`config.mk`:
```
export PLATFORM = sky130hd
export DESIGN_NAME = button_ctrl
export DESIGN_NICKNAME = d
export VERILOG_FILES = /design/src/rtl/lab3_defs.sv /design/src/rtl/button_ctrl_debounce_onepulse.sv /design/src/rtl/button_ctrl.sv
export SDC_FILE = /design/constraint.sdc
export NUM_CORES = 1
export LEC_CHECK = 0
export BUFFER_PORTS_ARGS = -buffer_cell sky130_fd_sc_hd__buf_2
export CORE_ASPECT_RATIO = 1.5
export CORE_MARGIN = 8
export CORE_UTILIZATION = 40
export DETAILED_ROUTE_END_ITERATION = 16
export SLEW_MARGIN = 15
export SYNTH_ARGS = -nofsm -noshare
export SYNTH_HDL_FRONTEND = slang
export SYNTH_HIERARCHICAL = 1
export SYNTH_SLANG_ARGS = --single-unit
```
`constraint.sdc`:
```
create_clock -name clk -period 3 [get_ports clk]
set_clock_uncertainty 0.05 [all_clocks]
set_input_delay 0.15 -clock clk [delete_from_list [all_inputs] [get_ports clk]]
set_output_delay 0.15 -clock clk [all_outputs]
set_load 0.01 [all_outputs]
```
`src/rtl/lab3_defs.sv`:
```
// Shared defaults and direction encoding for the button front-end and LED rotator.
package lab3_defs;

    localparam int unsigned SAMPLE_W_DEF     = 17;
    localparam int unsigned DB_LEN_DEF       = 4;
    localparam int unsigned LONG_SAMPLES_DEF = 1024;

    localparam logic DIR_RIGHT = 1'b0;
    localparam logic DIR_LEFT  = 1'b1;

    // One bit per button, used for level and press buses inside button_ctrl.
    typedef struct packed {
        logic en;
        logic dir;
    } btn_pair_t;

endpackage

```
`src/rtl/button_ctrl_debounce_onepulse.sv`:
```
// Per-button path: two-flop synchroniser, tick-sampled debounce shift register, rising-edge pulse.
module debounce_onepulse
    import lab3_defs::*;
#(
    parameter int unsigned DB_LEN = DB_LEN_DEF
) (
    input  logic clk,
    input  logic rst,
    input  logic btn_raw,
    input  logic tick,
    output logic level,
    output logic press,
    output logic press_c
);

    logic              sync1_q, sync1_d;
    logic              sync2_q, sync2_d;
    logic [DB_LEN-1:0] shift_q, shift_d;
    logic              level_q, level_d;
    logic              press_q, press_d;

    // Level follows a full run of equal samples; press_d lets the owner act in the pulse cycle.
    always_comb begin
        sync1_d = btn_raw;
        sync2_d = sync1_q;
        shift_d = shift_q;
        if (tick) begin
            shift_d = {shift_q[DB_LEN-2:0], sync2_q};
        end
        level_d = level_q;
        if (&shift_d) begin
            level_d = 1'b1;
        end else if (~|shift_d) begin
            level_d = 1'b0;
        end
        press_d = level_d & ~level_q;
    end

    always_ff @(posedge clk) begin
        if (rst) begin
            sync1_q <= 1'b0;
            sync2_q <= 1'b0;
            shift_q <= '0;
            level_q <= 1'b0;
            press_q <= 1'b0;
        end else begin
            sync1_q <= sync1_d;
            sync2_q <= sync2_d;
            shift_q <= shift_d;
            level_q <= level_d;
            press_q <= press_d;
        end
    end

    assign level   = level_q;
    assign press   = press_q;
    assign press_c = press_d;

endmodule

```
`src/rtl/button_ctrl.sv`:
```
// Button front-end: prescaled debounce of btn_en/btn_dir into toggled en/dir levels.
// Define BUTTON_CTRL_LONG_PRESS_EN to add the btn_en long-press rst_req pulse.
module button_ctrl
    import lab3_defs::*;
#(
    parameter int unsigned SAMPLE_W     = SAMPLE_W_DEF,
    parameter int unsigned DB_LEN       = DB_LEN_DEF,
    parameter int unsigned LONG_SAMPLES = LONG_SAMPLES_DEF
) (
    input  logic clk,
    input  logic rst,
    input  logic btn_en,
    input  logic btn_dir,
    output logic en,
    output logic dir,
    output logic press_en,
    output logic press_dir,
    output logic rst_req
);

    logic [SAMPLE_W-1:0] cnt_q, cnt_d;
    logic                tick_c;
    btn_pair_t           level, press, press_c;
    logic                en_q, en_d;
    logic                dir_q, dir_d;

    assign tick_c = &cnt_q;

    debounce_onepulse #(.DB_LEN(DB_LEN)) u_db_en (
        .clk     (clk),
        .rst     (rst),
        .btn_raw (btn_en),
        .tick    (tick_c),
        .level   (level.en),
        .press   (press.en),
        .press_c (press_c.en)
    );

    debounce_onepulse #(.DB_LEN(DB_LEN)) u_db_dir (
        .clk     (clk),
        .rst     (rst),
        .btn_raw (btn_dir),
        .tick    (tick_c),
        .level   (level.dir),
        .press   (press.dir),
        .press_c (press_c.dir)
    );

`ifdef BUTTON_CTRL_LONG_PRESS_EN
    localparam int unsigned HOLD_W = $clog2(LONG_SAMPLES) + 1;

    logic [HOLD_W-1:0] hold_q, hold_d;
    logic              rst_req_q, rst_req_d;
`endif

    always_comb begin
        cnt_d = cnt_q + SAMPLE_W'(1);
        en_d  = en_q ^ press_c.en;
        dir_d = dir_q ^ press_c.dir;
`ifdef BUTTON_CTRL_LONG_PRESS_EN
        hold_d    = hold_q;
        rst_req_d = 1'b0;
        if (!level.en) begin
            hold_d = '0;
        end else if (tick_c && (hold_q != HOLD_W'(LONG_SAMPLES))) begin
            hold_d = hold_q + HOLD_W'(1);
        end
        // Fires only on the step into saturation, so one request per hold.
        if ((hold_d == HOLD_W'(LONG_SAMPLES)) && (hold_q != HOLD_W'(LONG_SAMPLES))) begin
            rst_req_d = 1'b1;
            en_d      = 1'b0;
            dir_d     = DIR_RIGHT;
        end
`endif
    end

    always_ff @(posedge clk) begin
        if (rst) begin
            cnt_q <= '0;
            en_q  <= 1'b0;
            dir_q <= DIR_RIGHT;
        end else begin
            cnt_q <= cnt_d;
            en_q  <= en_d;
            dir_q <= dir_d;
        end
    end

`ifdef BUTTON_CTRL_LONG_PRESS_EN
    always_ff @(posedge clk) begin
        if (rst) begin
            hold_q    <= '0;
            rst_req_q <= 1'b0;
        end else begin
            hold_q    <= hold_d;
            rst_req_q <= rst_req_d;
        end
    end

    assign rst_req = rst_req_q;
`else
    assign rst_req = 1'b0;
`endif

    assign en        = en_q;
    assign dir       = dir_q;
    assign press_en  = press.en;
    assign press_dir = press.dir;

endmodule

```
* Yosys cells after proc, flatten, opt, wreduce, memory -nomap -nowiden *
Cells that the tools add are included.

operators by class
  bitwise logic cells = 6
  reduce and logical (&&, ||, !) cells = 5
  multiplexer cells = 6
  $add $sub $neg = 1

operators by type and width
  operator                                                         count
  17-bit by 1-bit adder with 17-bit output, second input constant  1
  17-bit AND reduction                                             1
  4-bit 2-to-1 mux                                                 2
  4-bit AND reduction                                              2
  4-bit OR reduction                                               2
  1-bit 2-to-1 mux                                                 4
  1-bit AND                                                        2
  1-bit inverter                                                   2
  1-bit bitwise XOR                                                2

storage, ports and cells
  word-level logic and storage cells = 31
  bits in registers = 35
  output and inout bits = 5
  bits of input ports = 4

* Longest topological paths before layout *
  depth after elaboration = 7
  gate-level depth with buffers = 10
  depth with buffers taken out = 9

* Modules after synthesis *
Netlist, hierarchy kept.

by module, submodules not included
  module             area each (um^2)  cells each  seq. area each (um^2)  instances
  button_ctrl        830.8             91          380.4                  1
  debounce_onepulse  316.6             27          160.2                  2

* Worst setup path before layout *
No wires, ideal clock.

  path kind = flip-flop to flip-flop
  start = register cnt_q[0]
  end = register dir_q (netlist: dir)
  setup slack = 807 ps
  clock period less this slack = 2193 ps
  data arrival time = 2016 ps
  required time = 2823 ps
  setup time = 127 ps
  buffers on the path = 1
  stages on the path, launching flop included = 11
  path through = dfxtp_1 > ha_1 > nand3_4 > nor4_1 > ha_1 > buf_6 > mux2_4 > nand3_4 > nor3b_1 > xnor2_1 > nor2_1

RTL lines
  what                    RTL line           source
  start, declared         button_ctrl.sv:21  logic [SAMPLE_W-1:0] cnt_q, cnt_d;
  start signal, assigned  button_ctrl.sv:83  cnt_q <= cnt_d;
  end signal, assigned    button_ctrl.sv:85  dir_q <= dir_d;
  end, declared           button_ctrl.sv:25  logic dir_q, dir_d;

==> impl_metrics.toml <==
[worst_setup_path]
critPathBufInv = 0
crit_path_cell_trace = "ha_1 -> nand3_4 -> nor4_1 -> ha_1 -> mux2_4 -> nand3_4 -> nor3b_1 -> xnor2_1 -> nor2_1"
cp-startpoint = "cnt_q[0]$_SDFF_PP0_"
arrival_ns = 2.61
critPathRequiredTime_ns = 3.09
cpPeakStageDelay_ns = 0.44
start_kind = "flip-flop"
r2r-start = "cnt_q[0]$_SDFF_PP0_"
crit_path_top_delay_cell = "ha_1"
crit_path_end_kind = "flip-flop"
critPathTopFamily = "simple AND/OR/NAND/NOR gates"
crit_path_max_fanout = 7
worst-setup-path-type = "flip-flop to flip-flop"

[sta]
slew-limit-headroom_pct = 58.30
setup_ws_ns = 0.4819
fin_crit_ns = 2.518
max_freq_mhz = 397.1
setup_viol = 0
timing.final.crit_share_pct = 83.94
drv_slew = 0
rsz0062_at_grt = "false"
fin_tns_setup_ns = 0
worst_pin_slew_ns = 0.6255
whs_ns = 0.03097
hold_viol_final = 0

[floorplan]
fp-row-count = 27
die_w_um = 65.40
dieArea_um2 = 5891
die_h_um = 90.09
initial_core_util_pct = 40.88
core_area_um2 = 3581
ios = 9

[layout]
seq_area_um2 = 700.7
instances_no_fill = 198
drive_gt1_share_pct = 16.13
multi_input_area_um2 = 706.9
post-route-util_pct = 44.97
area_growth_pct = 10.00
antenna_cells = 0
layout.nets = 161
fill_cells = 375
fin_area_um2 = 1610

[hold_path]
hold_path_class = "input pin to flip-flop"
hp-start = "btn_dir"

[placement]
portBuffers = 7
placed_cells = 191
preCtsSetupSlack_ns = 0.4834
place_hpwl_um = 1699
place_area_um2 = 1523
place.gp.congestion = 0.7505

[synth]
ys_types = 33
syn_nets = 151
syn_area_um2 = 1464
postSynthCellCount = 145
yosys_warnings = 6
synth.yosys.seq_area_share_pct = 47.86
ys_ff_latch = 35
synth_area_per_cell_um2 = 10.10

[grt]
grt.total_usage_pct = 9.235
grt_max_degree = 37
grt_pass1_wl_um = 4305
antenna_found_initial = 0
overflow = 0
grt_pass1_vias = 1019

[detailed_routing]
via_count = 995
remaining_drc_errors = 0
wl_met3_um = 139
viasPerCell = 5.025
first_pass_iters = 4
antenna_left = 0
wl_met1_um = 980
drt-total-wl_um = 2431
wl_met2_um = 1260
dr.first_iter.drc_count = 44
top_layer_used = "met4"
avgRoutedWirePerCell_um = 12.28

[clock_tree]
clk_path_buf_depth = 2
ctsHoldBuffers = 0
cts_buffers = 5
htreeDepth = 2
cts_tree = "done"
post-cts-setup-buffer-count = 0
cts.clk_slew.worst_paths_ns = 0.07
clock_latency_ns = 0.28
clock_sinks = 35
clockRootBuffer = "clkbuf_8"
cts_resized = 0

[pwr]
vdd_drop_max_mv = 0.3703
p_per_area_nw_per_um2 = 513.0
p_total_mw = 0.8262
leakage_nw = 0.5293

[status]
status = "completed"

[flow_run]
cap_violations = 0
## logic make-up (layout without fill, tap and decap cells)
| logic type | Yosys count | after routing | synth area share [%] |
|---|---|---|---|
| AO/OA/AOI/OAI | 8 | 8 | 4.444 |
| multiplexers | 11 | 11 | 8.291 |
| flip-flops | 35 | 35 | 47.86 |
| adder cells (fa/ha/maj) | 2 | 2 | 1.709 |
| buffers and inverters | 10 | 20 | 3.846 |
| other | 1 | 1 | 0.2562 |
| XOR/XNOR | 12 | 12 | 7.179 |
| AND/OR/NAND/NOR | 66 | 66 | 26.41 |
## cell usage in the layout (no fill, tap or decap), drive strengths merged, types with 3 or more instances in the layout
cell type	Yosys	routed
dfxtp	35	35
nor2	25	25
nand3	10	10
xnor2	8	8
mux2i	8	8
buf	4	8
nor2b	7	7
nor4	6	6
clkbuf	1	6
inv	5	5
nand2	5	5
xor2	4	4
a21oi	3	3
mux2	3	3
## synth_stat cells
cell	instances	area [µm²]
a2111oi_2	2	30.03
a21oi_1	3	15.01
and3_1	1	6.260
and3_4	1	11.26
buf_1	1	3.750
buf_4	1	7.510
buf_6	2	22.52
clkbuf_1	1	3.750
conb_1	1	3.750
dfxtp_1	35	700.7
ha_1	2	25.02
inv_1	5	18.77
mux2_1	1	11.26
mux2_4	2	30.03
mux2i_1	8	80.08
nand2_1	5	18.77
nand3_1	6	30.03
nand3_2	1	10.01
nand3_4	3	52.55
nand4_1	2	12.51
nor2_1	25	93.84
nor2b_1	7	43.79
nor3_1	1	5.000
nor3b_1	2	15.01
nor4_1	6	37.54
nor4b_1	2	17.52
o21ai_0	1	5.000
o31ai_1	2	15.01
or3_1	1	6.260
or3_4	1	11.26
or4_1	2	15.01
xnor2_1	8	70.07
xor2_1	4	35.03
## routing by layer
layer | up-vias | global-route usage [%]
li1 | 515 | -
met1 | 454 | 8.977
met2 | 21 | 15.99
met3 | 5 | 3.975
met4 | 0 | 4.388
met5 | - | 0
## cell type report
| cell class | instances | share of cell area (%) |
|---|---|---|
| Multi-Input combinational cell | 100 | 43.90 |
| Sequential cell | 35 | 43.51 |
| Clock buffer | 6 | 5.128 |
| Tap cell | 43 | 3.341 |
| Timing Repair Buffer | 8 | 2.642 |
| Inverter | 5 | 1.166 |
| Clock inverter | 1 | 0.3108 |
## power by group
part	switching (mW)	internal (mW)	total [mW]
Sequential	0.00499	0.471	0.476
Clock	0.153	0.180	0.333
Combinational	0.0110	0.00626	0.0173
Total	0.169	0.657	0.826
## flip-flops by register name, indices dropped and copies added (netlist names)
| register | count |
|---|---|
| u_db_en/shift_q | 4 |
| u_db_en/press | 1 |
| cnt_q | 17 |
| u_db_dir/shift_q | 4 |
| u_db_dir/sync2_q | 1 |
| u_db_en/sync2_q | 1 |
| u_db_dir/level | 1 |
| u_db_en/sync1_q | 1 |
| u_db_dir/sync1_q | 1 |
| en | 1 |
| u_db_en/level | 1 |
| u_db_dir/press | 1 |
| dir | 1 |
## worst paths after layout
kind / endpoint / slack, ns / cells past startpoint
hold reg to reg: u_db_dir/sync2_q$_SDFF_PP0_ / 0.39 / 1
hold / removal: u_db_dir/sync1_q$_SDFF_PP0_ / 0.03 / 2
setup reg to reg: dir$_SDFF_PP0_ / 0.48 / 9
setup / recovery: dir$_SDFF_PP0_ / 0.48 / 9
Note: power is estimated with default switching activity, not from simulation.
